$ cat config.mk
export PLATFORM = sky130hd
export DESIGN_NAME = demux_1to4_wb_flat
export DESIGN_NICKNAME = d
export VERILOG_FILES = /design/src/rtl/demux_1to4_wb_pkg.sv /design/src/rtl/demux_1to4_wb_if.sv /design/src/rtl/demux_1to4_wb_hold_slot.sv /design/src/rtl/demux_1to4_wb.sv /design/src/flat_wrapper.sv
export SDC_FILE = /design/constraint.sdc
export NUM_CORES = 1
export LEC_CHECK = 0
export ABC_AREA = 1
export BUFFER_PORTS_ARGS = -buffer_cell sky130_fd_sc_hd__buf_4
export CAP_MARGIN = 20
export CORE_ASPECT_RATIO = 0.9
export CORE_MARGIN = 2
export CORE_UTILIZATION = 39
export DETAILED_ROUTE_END_ITERATION = 10
export HOLD_SLACK_MARGIN = 0.12
export PLACE_DENSITY = 0.67
export SLEW_MARGIN = 15
export SYNTH_ARGS = -nofsm -noshare
export SYNTH_HDL_FRONTEND = slang
export SYNTH_SLANG_ARGS = --single-unit
export TNS_END_PERCENT = 1
$ cat constraint.sdc
create_clock -name clk -period 2.29 [get_ports clk]
set_input_delay 0.3435 -clock clk [delete_from_list [all_inputs] [get_ports clk]]
set_output_delay 0.3435 -clock clk [all_outputs]
set_load 0.02 [all_outputs]
$ cat src/rtl/demux_1to4_wb_pkg.sv
// Shared constants and helpers for the 1-to-4 writeback demux.
// Channel indices, select width and the select-to-one-hot decode.
package demux_1to4_wb_pkg;

   localparam int SEL_W     = 2;
   localparam int NUM_CH    = 4;
   localparam int CH_A      = 0;
   localparam int CH_B      = 1;
   localparam int CH_C      = 2;
   localparam int CH_D      = 3;
   localparam int DEF_WIDTH = 16;
   localparam int DEF_CNT_W = 8;

   function automatic logic [NUM_CH-1:0] sel_decode(input logic [SEL_W-1:0] sel);
      logic [NUM_CH-1:0] oh;
      case (sel)
         2'b00:   oh = 4'b0001;
         2'b01:   oh = 4'b0010;
         2'b10:   oh = 4'b0100;
         2'b11:   oh = 4'b1000;
         default: oh = 4'b0000;
      endcase
      return oh;
   endfunction

endpackage

$ cat src/rtl/demux_1to4_wb_if.sv
// Input handshake plus the four output channel handshakes of the writeback demux.
interface demux_1to4_wb_if #(parameter int WIDTH = 16);
   import demux_1to4_wb_pkg::*;

   logic                in_valid;
   logic                in_ready;
   logic [SEL_W-1:0]    in_sel;
   logic [WIDTH-1:0]    in_data;
   logic [NUM_CH-1:0]   out_valid;
   logic [NUM_CH-1:0]   out_ready;
   logic [WIDTH-1:0]    out_a;
   logic [WIDTH-1:0]    out_b;
   logic [WIDTH-1:0]    out_c;
   logic [WIDTH-1:0]    out_d;

   modport slave (
      input  in_valid, in_sel, in_data, out_ready,
      output in_ready, out_valid, out_a, out_b, out_c, out_d
   );

   modport master (
      output in_valid, in_sel, in_data, out_ready,
      input  in_ready, out_valid, out_a, out_b, out_c, out_d
   );

endinterface

$ cat src/rtl/demux_1to4_wb_hold_slot.sv
// One-entry holding register for a single writeback channel.
// Flush beats load beats drain; data only changes on a load.
module wb_hold_slot #(
   parameter int WIDTH = 16
) (
   input  logic             clk,
   input  logic             rst,
   input  logic             flush_i,
   input  logic             load_i,
   input  logic             drain_i,
   input  logic [WIDTH-1:0] data_i,
   output logic             valid_o,
   output logic [WIDTH-1:0] data_o
);

   logic             valid_q, valid_d;
   logic [WIDTH-1:0] data_q, data_d;

   // Next-state for the valid flag and the held datum.
   always_comb begin
      valid_d = valid_q;
      data_d  = data_q;
      if (flush_i) begin
         valid_d = 1'b0;
      end else if (load_i) begin
         valid_d = 1'b1;
         data_d  = data_i;
      end else if (drain_i) begin
         valid_d = 1'b0;
      end else begin
         valid_d = valid_q;
      end
   end

   // Slot state registers.
   always_ff @(posedge clk or posedge rst) begin
      if (rst) begin
         valid_q <= 1'b0;
         data_q  <= '0;
      end else begin
         valid_q <= valid_d;
         data_q  <= data_d;
      end
   end

   assign valid_o = valid_q;
   assign data_o  = data_q;

endmodule

$ cat src/rtl/demux_1to4_wb.sv
// Steers one input datum into one of four registered writeback channels.
// Holds the select decode, input ready logic and the accepted-transfer counter.
module demux_1to4_wb
   import demux_1to4_wb_pkg::*;
#(
   parameter int WIDTH = DEF_WIDTH,
   parameter int CNT_W = DEF_CNT_W
) (
   input  logic              clk,
   input  logic              rst,
   input  logic              enable,
   input  logic              flush,
   demux_1to4_wb_if.slave    bus,
   output logic [CNT_W-1:0]  accept_cnt
);

   logic [NUM_CH-1:0] sel_oh_s;
   logic [NUM_CH-1:0] load_s;
   logic [NUM_CH-1:0] drain_s;
   logic [NUM_CH-1:0] hold_valid_s;
   logic [WIDTH-1:0]  hold_data_s [NUM_CH];
   logic              in_ready_s;
   logic              accept_s;
   logic [CNT_W-1:0]  cnt_q, cnt_d;

   // Ready, accept and per-channel load/drain strobes.
   always_comb begin
      sel_oh_s   = sel_decode(bus.in_sel);
      in_ready_s = 1'b0;
      if (rst) begin
         in_ready_s = 1'b0;
      end else begin
         // A FULL slot can take a new datum only if it drains on the same edge.
         in_ready_s = enable & ~flush &
                      (~hold_valid_s[bus.in_sel] | bus.out_ready[bus.in_sel]);
      end
      accept_s = bus.in_valid & in_ready_s;
      if (accept_s) begin
         load_s = sel_oh_s;
      end else begin
         load_s = '0;
      end
      drain_s = hold_valid_s & bus.out_ready;
   end

   // Accepted-transfer counter next state, wraps naturally.
   always_comb begin
      if (accept_s) begin
         cnt_d = cnt_q + CNT_W'(1);
      end else begin
         cnt_d = cnt_q;
      end
   end

   // Accepted-transfer counter register.
   always_ff @(posedge clk or posedge rst) begin
      if (rst) begin
         cnt_q <= '0;
      end else begin
         cnt_q <= cnt_d;
      end
   end

   for (genvar g = 0; g < NUM_CH; g++) begin : g_slot
      wb_hold_slot #(.WIDTH(WIDTH)) u_slot (
         .clk     (clk),
         .rst     (rst),
         .flush_i (flush),
         .load_i  (load_s[g]),
         .drain_i (drain_s[g]),
         .data_i  (bus.in_data),
         .valid_o (hold_valid_s[g]),
         .data_o  (hold_data_s[g])
      );
   end

   assign bus.in_ready  = in_ready_s;
   assign bus.out_valid = hold_valid_s;
   assign bus.out_a     = hold_data_s[CH_A];
   assign bus.out_b     = hold_data_s[CH_B];
   assign bus.out_c     = hold_data_s[CH_C];
   assign bus.out_d     = hold_data_s[CH_D];
   assign accept_cnt    = cnt_q;

endmodule

$ cat src/flat_wrapper.sv
// flat-port wrapper written by rule: the top's interface ports become plain ports
module demux_1to4_wb_flat import demux_1to4_wb_pkg::*;
#(
   parameter int WIDTH = DEF_WIDTH,
   parameter int CNT_W = DEF_CNT_W
)
  (clk, rst, enable, flush, accept_cnt, bus_in_valid, bus_in_sel, bus_in_data, bus_out_ready, bus_in_ready, bus_out_valid, bus_out_a, bus_out_b, bus_out_c, bus_out_d);
  demux_1to4_wb_if #(.WIDTH(WIDTH)) bus_i ();
  input  logic clk;
  input  logic rst;
  input  logic enable;
  input  logic flush;
  output logic [CNT_W-1:0] accept_cnt;
  input wire logic [$bits(bus_i.in_valid)-1:0] bus_in_valid;
  input wire logic [$bits(bus_i.in_sel)-1:0] bus_in_sel;
  input wire logic [$bits(bus_i.in_data)-1:0] bus_in_data;
  input wire logic [$bits(bus_i.out_ready)-1:0] bus_out_ready;
  output wire logic [$bits(bus_i.in_ready)-1:0] bus_in_ready;
  output wire logic [$bits(bus_i.out_valid)-1:0] bus_out_valid;
  output wire logic [$bits(bus_i.out_a)-1:0] bus_out_a;
  output wire logic [$bits(bus_i.out_b)-1:0] bus_out_b;
  output wire logic [$bits(bus_i.out_c)-1:0] bus_out_c;
  output wire logic [$bits(bus_i.out_d)-1:0] bus_out_d;
  assign bus_i.in_valid = bus_in_valid;
  assign bus_i.in_sel = bus_in_sel;
  assign bus_i.in_data = bus_in_data;
  assign bus_i.out_ready = bus_out_ready;
  assign bus_in_ready = bus_i.in_ready;
  assign bus_out_valid = bus_i.out_valid;
  assign bus_out_a = bus_i.out_a;
  assign bus_out_b = bus_i.out_b;
  assign bus_out_c = bus_i.out_c;
  assign bus_out_d = bus_i.out_d;
  demux_1to4_wb #(.WIDTH(WIDTH), .CNT_W(CNT_W)) u_core (.clk(clk), .rst(rst), .enable(enable), .flush(flush), .bus(bus_i), .accept_cnt(accept_cnt));
endmodule
==> out/results.ini <==
[run_status]
outcome = complete, no violations

[logic_synthesis]
synth.ff_latch_count = 76
yosysUniqueCellTypes = 24
muxShareOfSynthArea_pct = 0
synth_simple_gate_area_share_pct = 33.3
synth_seq_area_share_pct = 58.3
number_of_nets_produced_by_synthesis = 401
synth-adder-area-share_pct = 0.383
synth_top_family_by_area = simple AND/OR/NAND/NOR gates
synth_compound_gate_area_share_pct = 1.15
synth_area_um2 = 3260
syn_inst = 373
synth_area_per_cell_um2 = 8.75
post_synth_xor_area_fraction_pct = 1.88
synth.yosys.warnings = 0

[setup_path]
critPathMaxFanout = 3
timing.critical_path.from_type = register
critical_path.slowest_cell = sky130_fd_sc_hd__dfrtp_1
timing.critical_path.to_type = primary output
cp.buffers_inverters = 1
crit_path_cell_trace = nand2_1 > nand2_1 > nand2_1 > nand2_1 > a21boi_0 > buf_4
slowest_delay_ns = 0.40
crit_top_cell = sky130_fd_sc_hd__nand2_1
worstSetupPathType = register to primary output
cp.required_ns = 1.95
crit_family = flip-flops
worstPathArrival_ns = 1.51

[min_path]
timing.hold.worst.class = primary input to register

[layout]
finish.net_count = 505
final_layout_size_suffix_gt1_share_pct = 29.7
fin_cells = 580
areaGrowthSynthToFinish_pct = 31.7
layout_commonest_cell = sky130_fd_sc_hd__nand2_1
antenna_cells = 0
mostFrequentLayoutCells = sky130_fd_sc_hd__nand2_1 (222), sky130_fd_sc_hd__buf_4 (106), sky130_fd_sc_hd__dfrtp_1 (76), sky130_fd_sc_hd__clkbuf_8 (11), sky130_fd_sc_hd__inv_1 (10)

[drt]
drc = 0
drt_first_pass_iters = 5
antenna_violating_nets_post_route = 0
num_vias = 2710
detailroute.wirelength.met3_um = 623
postRouteWirelength_um = 8630
drt_iter0_drc = 110
routed.top_layer = met4
drt-vias-per-instance = 4.67
post_drt_wl_per_cell_um = 14.9
detailroute.wirelength.met2_um = 4180
routed_length_on_met1_um = 3790

[placed_design]
post-dp-hpwl_um = 5960
placed_cells_incl_taps = 564
io_buffers = 103
globalplace.congestion = 0.793

[floorplanning]
die_x_um = 100
top_level_ports = 104
rows = 31
dieArea_um2 = 9120
floorplan.initialDensity_pct = 40.5
core-area_um2 = 8070
fp.dieH_um = 90.8

[timing]
worst_clock_skew_ns = 0.0130
timing.final.hold_violations = 0
time_the_final_worst_path_needs_with_i_o_delays_and_setup_ns = 1.85
worst_slew_pin_slew_ns = 0.609
maxSlewHeadroom_pct = 59.3
finalCritPeriodShare_pct = 80.9
setup_violations = 0
achievable-frequency_mhz = 540
fin_tns_setup_ns = 0
grt_setup_unrepaired = no
maxSlewViolCount = 0

[cts]
ctsLongestPathBuffers = 2
clock_insertion_delay_worst_skew_ns = 0.34
post_cts_hold_buffer_count = 1
clock-sinks = 76
cts_post_setup_buffers_inserted = 0
cts_root_buffer = sky130_fd_sc_hd__clkbuf_8
cts_tree = built
clock_tree.htree_level_count = 3
cts_made_buffers = 9
post_cts_resize_count = 0
clk_slew_on_worst_s_h_paths_ns = 0.08

[power]
power.leakage_nw = 2.48
p_sw_share_pct = 33.5
post_layout_power_mw = 3.98
net-switching-power_mw = 1.33
power-per-cell-area_nw_per_um2 = 927
clock_power_share_pct = 26.1
cellInternalPower_mw = 2.65
seq_power_share_pct = 44.6
pwr-share-comb_pct = 29.4
ir_drop_mv = 0.534

[grt]
grt_pass1_wl_um = 14000
globalRoute.totalOverflow = 0
antenna_found_initial = 0
pin_count_of_the_biggest_net_entering_global_routing = 41
number_of_global_route_vias_before_repair = 2675
grt_util_all_layers_pct = 19.8

[job]
max-cap-violations = 0

[area by class of cell]
class                           instances  area, um2
Tap cell                               99        124
Timing Repair Buffer                  108        826
Inverter                               13       48.8
Fill cell                             776       3770
Clock buffer                           11        151
Multi-Input combinational cell        269       1200
Clock inverter                          4       48.8
Sequential cell                        76       1900
[cell usage after synthesis, drive strengths merged]
| master | n | area [um2] |
|---|---|---|
| ha | 1 | 12.5 |
| inv | 13 | 48.8 |
| nor3b | 1 | 18.8 |
| xnor2 | 5 | 43.8 |
| dfrtp | 76 | 1900 |
| clkbuf | 1 | 5.00 |
| buf | 14 | 111 |
| a21boi | 1 | 7.51 |
| xor2 | 2 | 17.5 |
| o21ai | 6 | 30.0 |
| nand4 | 5 | 56.3 |
| nand3 | 5 | 37.5 |
| nor3 | 1 | 5.00 |
| nor2 | 14 | 92.6 |
| nand2 | 228 | 876 |
[worst min-delay path: stages]
cell	delay (ns)
sky130_fd_sc_hd__buf_4	0.10
sky130_fd_sc_hd__nand2_1	0.05
sky130_fd_sc_hd__nand2_1	0.05
[state kept, by name, summed over array words and instances (netlist names)]
name / count
u_core.g_slot.u_slot.valid_o: 4
u_core.accept_cnt: 8
u_core.g_slot.u_slot.data_o: 64
[metrics by stage]
| stage | setup slack [ns] | util [%] | instance area (um2) | hold slack [ns] |
|---|---|---|---|---|
| floorplan | 0.00817 | - | 3260 | 0.447 |
| global placement | 0.414 | 50.7 | 4090 | 0.465 |
| detailed placement | 0.334 | 50.7 | 4090 | 0.468 |
| CTS | 0.416 | 53.3 | 4300 | 0.213 |
| global route | 0.321 | 53.3 | 4300 | 0.219 |
| finish | 0.437 | 53.3 | 4300 | 0.229 |
[cell families (layout without fill, tap and decap cells)]
logic type	Yosys count	in the layout
AOI/OAI and AO/OA	7	7
xor gates and xnor gates	7	7
adders and majority gates	1	1
buffers and inverters	28	136
DFF	76	76
and+or+nand+nor	254	254
[path summary, 6_finish.rpt]
path	start	to	slack, ns	cells past startpoint
max in group asynchronous	rst	u_core.g_slot[3].u_slot.data_o[14]	0.98	4
min	bus_in_data[5]	u_core.g_slot[3].u_slot.data_o[5]	0.23	3
min reg2reg	u_core.g_slot[0].u_slot.data_o[11]	u_core.g_slot[0].u_slot.data_o[11]	0.49	2
min in group asynchronous	rst	u_core.accept_cnt[6]	0.67	3
max	u_core.g_slot[3].u_slot.valid_o	bus_in_ready	0.44	6
max reg2reg	u_core.g_slot[3].u_slot.valid_o	u_core.g_slot[3].u_slot.data_o[8]	0.51	9
[power by group through the flow]
| stage | clock, mW | combinational, mW | sequential, mW |
|---|---|---|---|
| 2_1_floorplan | 0 | 0.323 | 2.09 |
| 3_3_place_gp | 0 | 1.16 | 1.80 |
| 3_5_place_dp | 0 | 1.19 | 1.80 |
| 4_1_cts | 1.06 | 1.19 | 1.78 |
| 5_1_grt | 1.13 | 1.28 | 1.81 |
| 6_report | 1.04 | 1.17 | 1.78 |
[routing by layer]
| layer | vias to the layer above | track usage, % |
|---|---|---|
| met3 | 5 | 6.19 |
| li1 | 1335 | - |
| met4 | 0 | 3.77 |
| met1 | 1285 | 26.5 |
| met2 | 85 | 31.8 |
| met5 | - | 0 |
No activity file was read; power rests on OpenSTA's default activity.
